## config.mk

```make
export PLATFORM = sky130hd
export DESIGN_NAME = spi_rsp_capture_flat
export DESIGN_NICKNAME = d
export VERILOG_FILES = /design/src/rtl/spi_rsp_capture_if.sv /design/src/rtl/spi_rsp_capture.sv /design/src/flat_wrapper.sv
export SDC_FILE = /design/constraint.sdc
export NUM_CORES = 1
export LEC_CHECK = 0
export BUFFER_PORTS_ARGS = -buffer_cell sky130_fd_sc_hd__buf_2
export CAP_MARGIN = 20
export CORE_ASPECT_RATIO = 0.9
export CORE_UTILIZATION = 35
export DETAILED_ROUTE_END_ITERATION = 7
export SLEW_MARGIN = 20
export SYNTH_ARGS = -nofsm -noshare
export SYNTH_HDL_FRONTEND = slang
export SYNTH_SLANG_ARGS = --single-unit
```

## constraint.sdc

```tcl
create_clock -name clk_sys_i -period 7.88 [get_ports clk_sys_i]
set_input_delay 2.364 -clock clk_sys_i [delete_from_list [all_inputs] [get_ports clk_sys_i]]
set_output_delay 2.364 -clock clk_sys_i [all_outputs]
set_load 0.01 [all_outputs]
```

## src/rtl/spi_rsp_capture_if.sv

```systemverilog
// ---------------------------------------------------------------------------
// spi_rsp_capture_if
// Bundles the SPI pins and the captured-word read port of spi_rsp_capture.
//   SPI side : spi_sclk_i, spi_cs_i (active-low), spi_mosi_i, spi_miso_i
//   Read side: rd_en_i (pop), rd_data_o (FIFO head), rd_valid_o (non-empty),
//              level_o (occupancy)
//   Status   : overflow_o (sticky drop), frame_err_o (pulse), word_cnt_o
// Modport slave is the capture block; modport master is whoever drives the
// SPI lines and drains the FIFO.
// ---------------------------------------------------------------------------
`timescale 1ns/1ps
interface spi_rsp_capture_if #(
   parameter int unsigned FIFO_DEPTH = 8
);
   localparam int unsigned LW = $clog2(FIFO_DEPTH) + 1;

   logic          spi_sclk_i;
   logic          spi_cs_i;
   logic          spi_mosi_i;
   logic          spi_miso_i;
   logic          rd_en_i;
   logic [31:0]   rd_data_o;
   logic          rd_valid_o;
   logic [LW-1:0] level_o;
   logic          overflow_o;
   logic          frame_err_o;
   logic [15:0]   word_cnt_o;

   modport master (
      output spi_sclk_i, spi_cs_i, spi_mosi_i, spi_miso_i, rd_en_i,
      input  rd_data_o, rd_valid_o, level_o, overflow_o, frame_err_o, word_cnt_o
   );

   modport slave (
      input  spi_sclk_i, spi_cs_i, spi_mosi_i, spi_miso_i, rd_en_i,
      output rd_data_o, rd_valid_o, level_o, overflow_o, frame_err_o, word_cnt_o
   );
endinterface

```

## src/rtl/spi_rsp_capture.sv

```systemverilog
// ---------------------------------------------------------------------------
// spi_rsp_capture
// Passively snoops an SPI bus, decodes register/memory read commands on MOSI
// and captures the 32-bit response words from MISO into a FWFT FIFO.
//   clk_sys_i : system clock, all logic on rising edge
//   rst_i     : asynchronous, active-high reset
//   bus       : spi_rsp_capture_if.slave (SPI pins, FIFO read port, status)
// Several read transactions may follow each other inside one CS frame.
// ---------------------------------------------------------------------------
`timescale 1ns/1ps
module spi_rsp_capture #(
   parameter logic [7:0]  CMD_RD_REG = 8'h07,
   parameter logic [7:0]  CMD_RD_MEM = 8'h0B,
   parameter int unsigned DUMMY_REG  = 1,
   parameter int unsigned DUMMY_MEM  = 34,
   parameter int unsigned FIFO_DEPTH = 8
) (
   input logic               clk_sys_i,
   input logic               rst_i,
   spi_rsp_capture_if.slave  bus
);
   localparam int unsigned AW = $clog2(FIFO_DEPTH);
   localparam int unsigned LW = AW + 1;
   localparam logic [5:0]  DUMMY_REG_C = 6'(DUMMY_REG);
   localparam logic [5:0]  DUMMY_MEM_C = 6'(DUMMY_MEM);

   typedef enum logic [2:0] {S_IDLE, S_CMD, S_ADDR, S_DUMMY, S_DATA, S_SKIP} state_t;

   // Synchronizers: [0],[1] are the 2-flop synchronizer, [2] the edge-detect flop
   logic [2:0] sclk_sync_q, cs_sync_q, mosi_sync_q, miso_sync_q;

   always_ff @(posedge clk_sys_i or posedge rst_i) begin
      if (rst_i) begin
         sclk_sync_q <= 3'b000;
         cs_sync_q   <= 3'b111;
         mosi_sync_q <= 3'b000;
         miso_sync_q <= 3'b000;
      end else begin
         sclk_sync_q <= {sclk_sync_q[1:0], bus.spi_sclk_i};
         cs_sync_q   <= {cs_sync_q[1:0],   bus.spi_cs_i};
         mosi_sync_q <= {mosi_sync_q[1:0], bus.spi_mosi_i};
         miso_sync_q <= {miso_sync_q[1:0], bus.spi_miso_i};
      end
   end

   logic sample_evt, cs_fall, cs_rise, mosi_s, miso_s;
   assign sample_evt = sclk_sync_q[1] & ~sclk_sync_q[2];
   assign cs_fall    = ~cs_sync_q[1] &  cs_sync_q[2];
   assign cs_rise    =  cs_sync_q[1] & ~cs_sync_q[2];
   // Data is taken from the edge-detect stage, i.e. the value present just
   // before SCLK rose, which is where the master holds it stable.
   assign mosi_s     = mosi_sync_q[2];
   assign miso_s     = miso_sync_q[2];

   // Capture FSM
   state_t      state_q, state_d;
   logic [5:0]  bit_cnt_q, bit_cnt_d;
   logic [5:0]  dummy_len_q, dummy_len_d;
   logic [30:0] shift_q, shift_d;
   logic        frame_err_q, frame_err_d;
   logic        push;
   logic [7:0]  cmd_byte;
   logic [31:0] push_data;

   assign cmd_byte  = {shift_q[6:0], mosi_s};
   assign push_data = {shift_q, miso_s};

   always_ff @(posedge clk_sys_i or posedge rst_i) begin
      if (rst_i) begin
         state_q     <= S_IDLE;
         bit_cnt_q   <= '0;
         dummy_len_q <= '0;
         shift_q     <= '0;
         frame_err_q <= 1'b0;
      end else begin
         state_q     <= state_d;
         bit_cnt_q   <= bit_cnt_d;
         dummy_len_q <= dummy_len_d;
         shift_q     <= shift_d;
         frame_err_q <= frame_err_d;
      end
   end

   always_comb begin
      state_d     = state_q;
      bit_cnt_d   = bit_cnt_q;
      dummy_len_d = dummy_len_q;
      shift_d     = shift_q;
      frame_err_d = 1'b0;
      push        = 1'b0;
      if (cs_rise) begin
         // CS rise always aborts; it is only an error if a transaction was in progress
         state_d   = S_IDLE;
         bit_cnt_d = '0;
         if ((state_q inside {S_ADDR, S_DUMMY, S_DATA}) ||
             (state_q == S_CMD && bit_cnt_q != 6'd0))
            frame_err_d = 1'b1;
      end else begin
         unique case (state_q)
            S_IDLE: begin
               if (cs_fall) begin
                  state_d   = S_CMD;
                  bit_cnt_d = '0;
               end
            end
            S_CMD: begin
               if (sample_evt) begin
                  shift_d   = {shift_q[29:0], mosi_s};
                  bit_cnt_d = bit_cnt_q + 6'd1;
                  if (bit_cnt_q == 6'd7) begin
                     bit_cnt_d = '0;
                     if (cmd_byte == CMD_RD_MEM) begin
                        state_d = S_ADDR;
                     end else if (cmd_byte == CMD_RD_REG) begin
                        dummy_len_d = DUMMY_REG_C;
                        state_d     = (DUMMY_REG_C == 6'd0) ? S_DATA : S_DUMMY;
                     end else begin
                        state_d = S_SKIP;
                     end
                  end
               end
            end
            S_ADDR: begin
               if (sample_evt) begin
                  bit_cnt_d = bit_cnt_q + 6'd1;
                  if (bit_cnt_q == 6'd31) begin
                     bit_cnt_d   = '0;
                     dummy_len_d = DUMMY_MEM_C;
                     state_d     = (DUMMY_MEM_C == 6'd0) ? S_DATA : S_DUMMY;
                  end
               end
            end
            S_DUMMY: begin
               if (sample_evt) begin
                  bit_cnt_d = bit_cnt_q + 6'd1;
                  if (bit_cnt_q == dummy_len_q - 6'd1) begin
                     bit_cnt_d = '0;
                     state_d   = S_DATA;
                  end
               end
            end
            S_DATA: begin
               if (sample_evt) begin
                  shift_d   = {shift_q[29:0], miso_s};
                  bit_cnt_d = bit_cnt_q + 6'd1;
                  if (bit_cnt_q == 6'd31) begin
                     push      = 1'b1;
                     bit_cnt_d = '0;
                     state_d   = S_CMD;
                  end
               end
            end
            S_SKIP: ;
            default: state_d = S_IDLE;
         endcase
      end
   end

   // Captured-word FIFO (first-word-fall-through)
   logic [31:0]   mem [FIFO_DEPTH];
   logic [AW-1:0] wr_ptr_q, rd_ptr_q;
   logic [LW-1:0] level_q;
   logic          overflow_q;
   logic [15:0]   word_cnt_q;
   logic          full, fifo_pop, fifo_push, drop;

   assign full      = (level_q == LW'(FIFO_DEPTH));
   assign fifo_pop  = bus.rd_en_i & (level_q != '0);
   // A pop in the same cycle frees the slot the incoming word needs
   assign fifo_push = push & (~full | fifo_pop);
   assign drop      = push & full & ~fifo_pop;

   always_ff @(posedge clk_sys_i or posedge rst_i) begin
      if (rst_i) begin
         wr_ptr_q   <= '0;
         rd_ptr_q   <= '0;
         level_q    <= '0;
         overflow_q <= 1'b0;
         word_cnt_q <= '0;
      end else begin
         if (fifo_push) wr_ptr_q <= wr_ptr_q + AW'(1);
         if (fifo_pop)  rd_ptr_q <= rd_ptr_q + AW'(1);
         if (fifo_push && !fifo_pop)      level_q <= level_q + LW'(1);
         else if (!fifo_push && fifo_pop) level_q <= level_q - LW'(1);
         if (drop) overflow_q <= 1'b1;
         if (push && word_cnt_q != 16'hFFFF) word_cnt_q <= word_cnt_q + 16'd1;
      end
   end

   always_ff @(posedge clk_sys_i) begin
      if (fifo_push) mem[wr_ptr_q] <= push_data;
   end

   assign bus.rd_valid_o  = (level_q != '0);
   // Storage is not reset, so the head is masked while the FIFO is empty
   assign bus.rd_data_o   = bus.rd_valid_o ? mem[rd_ptr_q] : 32'd0;
   assign bus.level_o     = level_q;
   assign bus.overflow_o  = overflow_q;
   assign bus.frame_err_o = frame_err_q;
   assign bus.word_cnt_o  = word_cnt_q;
endmodule

```

## src/flat_wrapper.sv

```systemverilog
// flat-port wrapper written by rule: the top's interface ports become plain ports
module spi_rsp_capture_flat 
#(
   parameter logic [7:0]  CMD_RD_REG = 8'h07,
   parameter logic [7:0]  CMD_RD_MEM = 8'h0B,
   parameter int unsigned DUMMY_REG  = 1,
   parameter int unsigned DUMMY_MEM  = 34,
   parameter int unsigned FIFO_DEPTH = 8
)
  (clk_sys_i, rst_i, bus_spi_sclk_i, bus_spi_cs_i, bus_spi_mosi_i, bus_spi_miso_i, bus_rd_en_i, bus_rd_data_o, bus_rd_valid_o, bus_level_o, bus_overflow_o, bus_frame_err_o, bus_word_cnt_o);
  spi_rsp_capture_if #(.FIFO_DEPTH(FIFO_DEPTH)) bus_i ();
  input logic clk_sys_i;
  input logic rst_i;
  input wire logic [$bits(bus_i.spi_sclk_i)-1:0] bus_spi_sclk_i;
  input wire logic [$bits(bus_i.spi_cs_i)-1:0] bus_spi_cs_i;
  input wire logic [$bits(bus_i.spi_mosi_i)-1:0] bus_spi_mosi_i;
  input wire logic [$bits(bus_i.spi_miso_i)-1:0] bus_spi_miso_i;
  input wire logic [$bits(bus_i.rd_en_i)-1:0] bus_rd_en_i;
  output wire logic [$bits(bus_i.rd_data_o)-1:0] bus_rd_data_o;
  output wire logic [$bits(bus_i.rd_valid_o)-1:0] bus_rd_valid_o;
  output wire logic [$bits(bus_i.level_o)-1:0] bus_level_o;
  output wire logic [$bits(bus_i.overflow_o)-1:0] bus_overflow_o;
  output wire logic [$bits(bus_i.frame_err_o)-1:0] bus_frame_err_o;
  output wire logic [$bits(bus_i.word_cnt_o)-1:0] bus_word_cnt_o;
  assign bus_i.spi_sclk_i = bus_spi_sclk_i;
  assign bus_i.spi_cs_i = bus_spi_cs_i;
  assign bus_i.spi_mosi_i = bus_spi_mosi_i;
  assign bus_i.spi_miso_i = bus_spi_miso_i;
  assign bus_i.rd_en_i = bus_rd_en_i;
  assign bus_rd_data_o = bus_i.rd_data_o;
  assign bus_rd_valid_o = bus_i.rd_valid_o;
  assign bus_level_o = bus_i.level_o;
  assign bus_overflow_o = bus_i.overflow_o;
  assign bus_frame_err_o = bus_i.frame_err_o;
  assign bus_word_cnt_o = bus_i.word_cnt_o;
  spi_rsp_capture #(.CMD_RD_REG(CMD_RD_REG), .CMD_RD_MEM(CMD_RD_MEM), .DUMMY_REG(DUMMY_REG), .DUMMY_MEM(DUMMY_MEM), .FIFO_DEPTH(FIFO_DEPTH)) u_core (.clk_sys_i(clk_sys_i), .rst_i(rst_i), .bus(bus_i));
endmodule
```

==> Yosys cells after proc, flatten, opt, wreduce, memory -nomap -nowiden <==
Memories as Yosys holds them, arrays and structs flattened.
Index checks and enable logic that the tools add are counted.
{ "classes": {"n_reduce_logical": 20, "mux": 43, "n_eq_ne": 30, "add_sub_neg": 7, "n_bitwise": 14} }
{ "ops": {"columns": ["operator", "n"], "rows": [
  ["6-bit two-way mux", 14],
  ["31-bit two-way mux", 2],
  ["31-bit case mux with 2 select lines", 1],
  ["3-bit two-way mux", 12],
  ["32-bit two-way mux", 1],
  ["6-bit case mux with 4 select lines", 1],
  ["3-bit by 1-bit inequality test with 1-bit output (second input constant)", 6],
  ["3-bit case mux with 6 select lines", 1],
  ["16-bit by 1-bit adder with 16-bit output (second input constant)", 1],
  ["16-bit inequality test (second input constant)", 1],
  ["3-bit by 2-bit inequality test with 1-bit output (second input constant)", 4],
  ["6-bit case mux with 2 select lines", 1],
  ["10-bit AND reduction", 1],
  ["8-bit by 3-bit == test with 1-bit output (second input constant)", 1],
  ["8-bit by 4-bit == test with 1-bit output (second input constant)", 1],
  ["1-bit two-way mux", 8],
  ["4-bit two-way mux", 2],
  ["2-bit by 1-bit inequality test with 1-bit output (second input constant)", 4],
  ["2-bit inequality test (second input constant)", 4],
  ["8-bit AND reduction", 1],
  ["1-bit bitwise AND", 7],
  ["3-bit by 1-bit adder with 3-bit output (second input constant)", 2],
  ["6-bit by 1-bit adder with 6-bit output (second input constant)", 1],
  ["3-bit by 2-bit == test with 1-bit output (second input constant)", 2],
  ["other kinds (23)", 35]
]} }
{ "word_totals": {"input_bits": 7, "ff_bits": 86, "memories": 1, "out_inout_bits": 55, "ram_bits": 256} }
{ "mem_list": {"columns": ["name", "words", "word_bits", "read_ports", "rd_clocked_by_memory_dff", "write_ports", "line_no", "text"], "rows": [
  ["u_core.mem", 8, 32, 1, 0, 1, "spi_rsp_capture.sv:160", "logic [31:0] mem [FIFO_DEPTH];"]
]} }

==> Longest topological paths before layout <==
{ "depth": {"word_depth": 10, "depth_mapped": 13, "depth_no_buf": 12} }

==> Worst setup path before layout <==
Ideal clock, no wire load.
{ "synth_path": {"path_type": "in2reg", "startpoint": "input port bus_rd_en_i", "endpoint": "memory u_core.mem[2][0], enable pin", "required_ns": 7.412, "slack_ns": 2.033, "path_buffers": 1, "arrival_ns": 5.379, "path_stages": 5, "cell_sequence": "nand3b_1 and3_1 clkbuf_1 nand2b_1 nor3b_1"} }
{ "synth_between": {"elab_chain_cells": 5} }
{ "synth_rtl": {"columns": ["item", "line_no", "text"], "rows": [
  ["start: declaration", "flat_wrapper.sv:18", "input wire logic [$bits(bus_i.rd_en_i)-1:0] bus_rd_en_i;"],
  ["1-bit bitwise AND", "spi_rsp_capture.sv:168", "assign fifo_pop = bus.rd_en_i & (level_q != '0);"],
  ["1-bit OR", "spi_rsp_capture.sv:170", "assign fifo_push = push & (~full | fifo_pop);"],
  ["1-bit bitwise AND", "spi_rsp_capture.sv:170", null],
  ["via u_core.fifo_push", "spi_rsp_capture.sv:165", "logic full, fifo_pop, fifo_push, drop;"],
  ["1-bit two-way mux", "spi_rsp_capture.sv:191", "if (fifo_push) mem[wr_ptr_q] <= push_data;"],
  ["1-bit two-way mux (implied by the code)", "spi_rsp_capture.sv:191", null],
  ["end: declaration", "spi_rsp_capture.sv:160", null]
]} }
The timed path passes the listed nets, and every way through them passes these cells.

==> Worst setup path after layout <==
{ "layout_path": {"startpoint": "register u_core.rd_ptr_q[0]", "endpoint": "output port bus_rd_data_o[22]"} }
{ "layout_between": {"elab_chain_cells": 2} }
{ "layout_rtl": {"columns": ["item", "line_no", "text"], "rows": [
  ["start: declaration", "spi_rsp_capture.sv:161", "logic [AW-1:0] wr_ptr_q, rd_ptr_q;"],
  ["start signal: assignment", "spi_rsp_capture.sv:182", "if (fifo_pop) rd_ptr_q <= rd_ptr_q + AW'(1);"],
  ["memory 8 x 32 bit", null, null],
  ["32-bit two-way mux", "spi_rsp_capture.sv:196", "assign bus.rd_data_o = bus.rd_valid_o ? mem[rd_ptr_q] : 32'd0;"],
  ["end: declaration", "flat_wrapper.sv:19", "output wire logic [$bits(bus_i.rd_data_o)-1:0] bus_rd_data_o;"]
]} }
No other way between the ends.

==> results.md <==
- Outcome: complete, no violations
- Die area: 39600 sq um
- Vias: 6783
- Largest net degree at the start of global routing: 71
- Slew headroom: 36.2%
- Layout cells sized above 1: 30.1%
- Post-cts sizing count: 0
- Final Hold Fails: 0
- P per Cell Area: 245 nW/um^2
- Worst-Skew Late Latency: 0.53 ns
- Slowest cell delay on critical path: 0.94 ns
- Top-count cell post-synth: edfxtp_1
- Starting DRT DRC Count: 462
- Commonest cells post-synth: 256 x edfxtp_1, 79 x dfrtp_1, 64 x mux4_2
- Detailed Place HPWL: 14300 microns
- Rows: 68
- Post-synth EDFFs: 256
- CP required: 5.52 ns
- Final setup viols: 0
- Setup slack, reg-to-reg: 4.32 ns
- Synth area leader: edfxtp_1
- Synth top area share: 56.6%
- Nets@finish: 837
- Global-route wire length before repair: 42200 microns
- Max Buffers Root-to-Sink: 3
- Setup TNS: 0 ns
- Reg clk slew, reported paths: 0.06 ns
- Root Driver: clkbuf_16
- Sink Count: 338
- # IOs: 62
- Slew Viols, Final: 0
- Min-delay worst type: flip-flop to flip-flop
- Pin slew with the least headroom to its limit: 0.958 ns
- N_diodes: 0
- Leakage Power: 5.48 nW
- Worst Setup EP: bus_rd_data_o[22]
- Netlist cell types: 62
- Flops & latches, synth: 338
- Worst Skew: 0.0205 ns
- Syn avg cell area: 18.3 sq um
- Ranking of synthesized cells by area: edfxtp_1 57%, dfrtp_1 15%, mux4_2 11%, mux2_2 2.9%, mux2i_1 2.7%
- RSZ-0062 raised after global routing: false
- Hold-fix buffers, CTS: 0
- Part of the Yosys area used for sequential elements: 71.8%
- Fillers: 3447
- Gate Count Post-Synth: 743
- Max Fclk: 184 MHz
- Post-Syn Nets: 761
- Max-cap check violation count: 0
- Port Buffers: 61
- Worst reg-to-reg path cell count: 12
- Fin cells: 1335
- R2r startpoint: u_core.bit_cnt_q[0]$_DFFE_PP0P_
- Vias in the first global route: 7104
- Starting Density: 35.4%
- Primary FF master, synth: edfxtp_1
- Crit-path cells: buf_4, mux4_2, mux2i_1, nor2_1, buf_2
- Placed insts: 1272
- Yosys warns: 0
- Worst VDD drop: 0.000133 V
- Chip Height: 189 microns
- DRT Pass-1 Iters: 5
- Post-route ant nets: 0
- H-tree depth: 2
- DRT Wirelength: 26700 microns
- Area Overhead vs Synth: 15.1%
- CP Launch Point: u_core.rd_ptr_q[0]$_DFFE_PP0N_
- Synth Cell Area: 13600 sq um
- CP startpoint kind: flip-flop
- Final min period: 5.43 ns
- Core area: 38300 sq um
- CTS buffer count: 35
- DRC: 0
- Worst hold margin: 0.346 ns
- Vias/cell: 5.08
- Initial antenna violation count: 0
- Die width: 210 microns
- Total grt overflow: 0
- GPL Wtd Cong: 0.759
- Worst setup EP type: output port
- Buffers inserted by post-CTS timing repair: 0
- Async set-reset flop share out of synthesis: 24.3%
- Crit Path Class: flip-flop to output port
- TritonCTS clock tree: done
- Fin crit share: 68.9%
- WL/cell: 20.0 microns
- WP data arrival: 3.06 ns
- Slowest cell on crit path: dfrtp_4
- Reg2reg end: u_core.bus.level_o[3]$_DFFE_PP0P_
- CP max FO: 38
- Overall Global Routing Usage: 14.0%
[per-layer routing]
layer,vias up,wire [microns],GRT usage (%)
met1,3533,12500,19.5
li1,3071,-,-
met3,39,1360,2.93
met2,140,12400,22.3
met4,0,469,3.93
met5,-,0,0
[cells by family (layout without fill, tap and decap cells)]
kind of cell / Yosys count / in the layout / synth area share, %
DFF: 338 / 338 / 71.8
muxes: 135 / 135 / 16.2
adders and majority gates: 11 / 11 / 1.07
and+or+nand+nor: 143 / 143 / 5.45
buffers and inverters: 49 / 151 / 1.54
AOI/OAI and AO/OA: 41 / 41 / 2.30
xor gates and xnor gates: 26 / 26 / 1.68
[layout by cell type, fill, tap and decap left out, drive strengths merged, types with 3 or more instances in the layout]
| cell type | count |
|---|---|
| edfxtp | 256 |
| dfrtp | 79 |
| buf | 76 |
| mux4 | 64 |
| clkbuf | 49 |
| nor2 | 45 |
| mux2i | 36 |
| mux2 | 35 |
| nand2 | 26 |
| xnor2 | 23 |
| nand3 | 14 |
| inv | 14 |
| ha | 10 |
| o21ai | 10 |
| nand4 | 9 |
| a21oi | 9 |
| clkinv | 9 |
| nand2b | 7 |
| nor3b | 6 |
| and3 | 5 |
| and4 | 5 |
| nor3 | 5 |
| nor2b | 4 |
| xor2 | 3 |
| nand3b | 3 |
| dfstp | 3 |
| nor4 | 3 |
[worst min-delay path by stage]
stage	end	start	cells past startpoint	slack [ns]
after detailed placement	u_core.miso_sync_q[1]$_DFF_PP0_	u_core.miso_sync_q[0]$_DFF_PP0_	0	0.33
after global routing	u_core.miso_sync_q[1]$_DFF_PP0_	u_core.miso_sync_q[0]$_DFF_PP0_	0	0.35
after CTS	u_core.miso_sync_q[1]$_DFF_PP0_	u_core.miso_sync_q[0]$_DFF_PP0_	0	0.35
after floorplan	u_core.miso_sync_q[1]$_DFF_PP0_	u_core.miso_sync_q[0]$_DFF_PP0_	0	0.33
after global placement	u_core.miso_sync_q[1]$_DFF_PP0_	u_core.miso_sync_q[0]$_DFF_PP0_	0	0.33
final	u_core.sclk_sync_q[1]$_DFF_PP0_	u_core.sclk_sync_q[0]$_DFF_PP0_	0	0.35
[critical path: cells and delay by family (launching register included)]
kind                   cells  cell delay [ns]
multiplexers               2             0.77
flip-flops                 1             0.94
AND/OR/NAND/NOR            1             0.06
buffers and inverters      2             0.76
[cell type report]
type                       count  area, sq um  area share (%)
multi-input combinational    356         3690            23.6
timing repair buffer          76          418            2.67
clock buffer                  49          968            6.20
inverter                      12         47.5           0.304
tap                          490          613            3.92
clock inverter                14          141           0.905
sequential                   338         9750            62.4
[report_power, final]
| group | total (mW) | internal, mW | switching, mW |
|---|---|---|---|
| Combinational | 0.172 | 0.0761 | 0.0954 |
| Clock | 1.61 | 0.932 | 0.675 |
| Sequential | 2.04 | 1.96 | 0.0800 |
[through the flow]
step | setup slack [ns] | area (sq um) | util, % | total power [mW]
2_1_floorplan | 2.03 | 13600 | - | 2.19
3_3_place_gp | 2.87 | 14500 | 37.9 | 2.24
3_5_place_dp | 2.83 | 14500 | 37.9 | 2.25
4_1_cts | 2.28 | 15600 | 40.8 | 3.87
5_1_grt | 2.13 | 15600 | 40.8 | 3.96
6_report | 2.45 | 15600 | 40.8 | 3.82
[flip-flops by register name, summed over array words and instances, names as in the netlist]
signal	count
u_core.bus.word_cnt_o	16
u_core.miso_sync_q	3
u_core.cs_sync_q	3
u_core.sclk_sync_q	3
u_core.dummy_len_q	2
u_core.wr_ptr_q	3
u_core.bus.frame_err_o	1
u_core.bit_cnt_q	6
u_core.shift_q	31
u_core.bus.level_o	4
u_core.rd_ptr_q	3
u_core.bus.overflow_o	1
u_core.mosi_sync_q	3
u_core.mem	256
u_core.state_q	3
No activity file was read; power rests on OpenSTA's default activity.
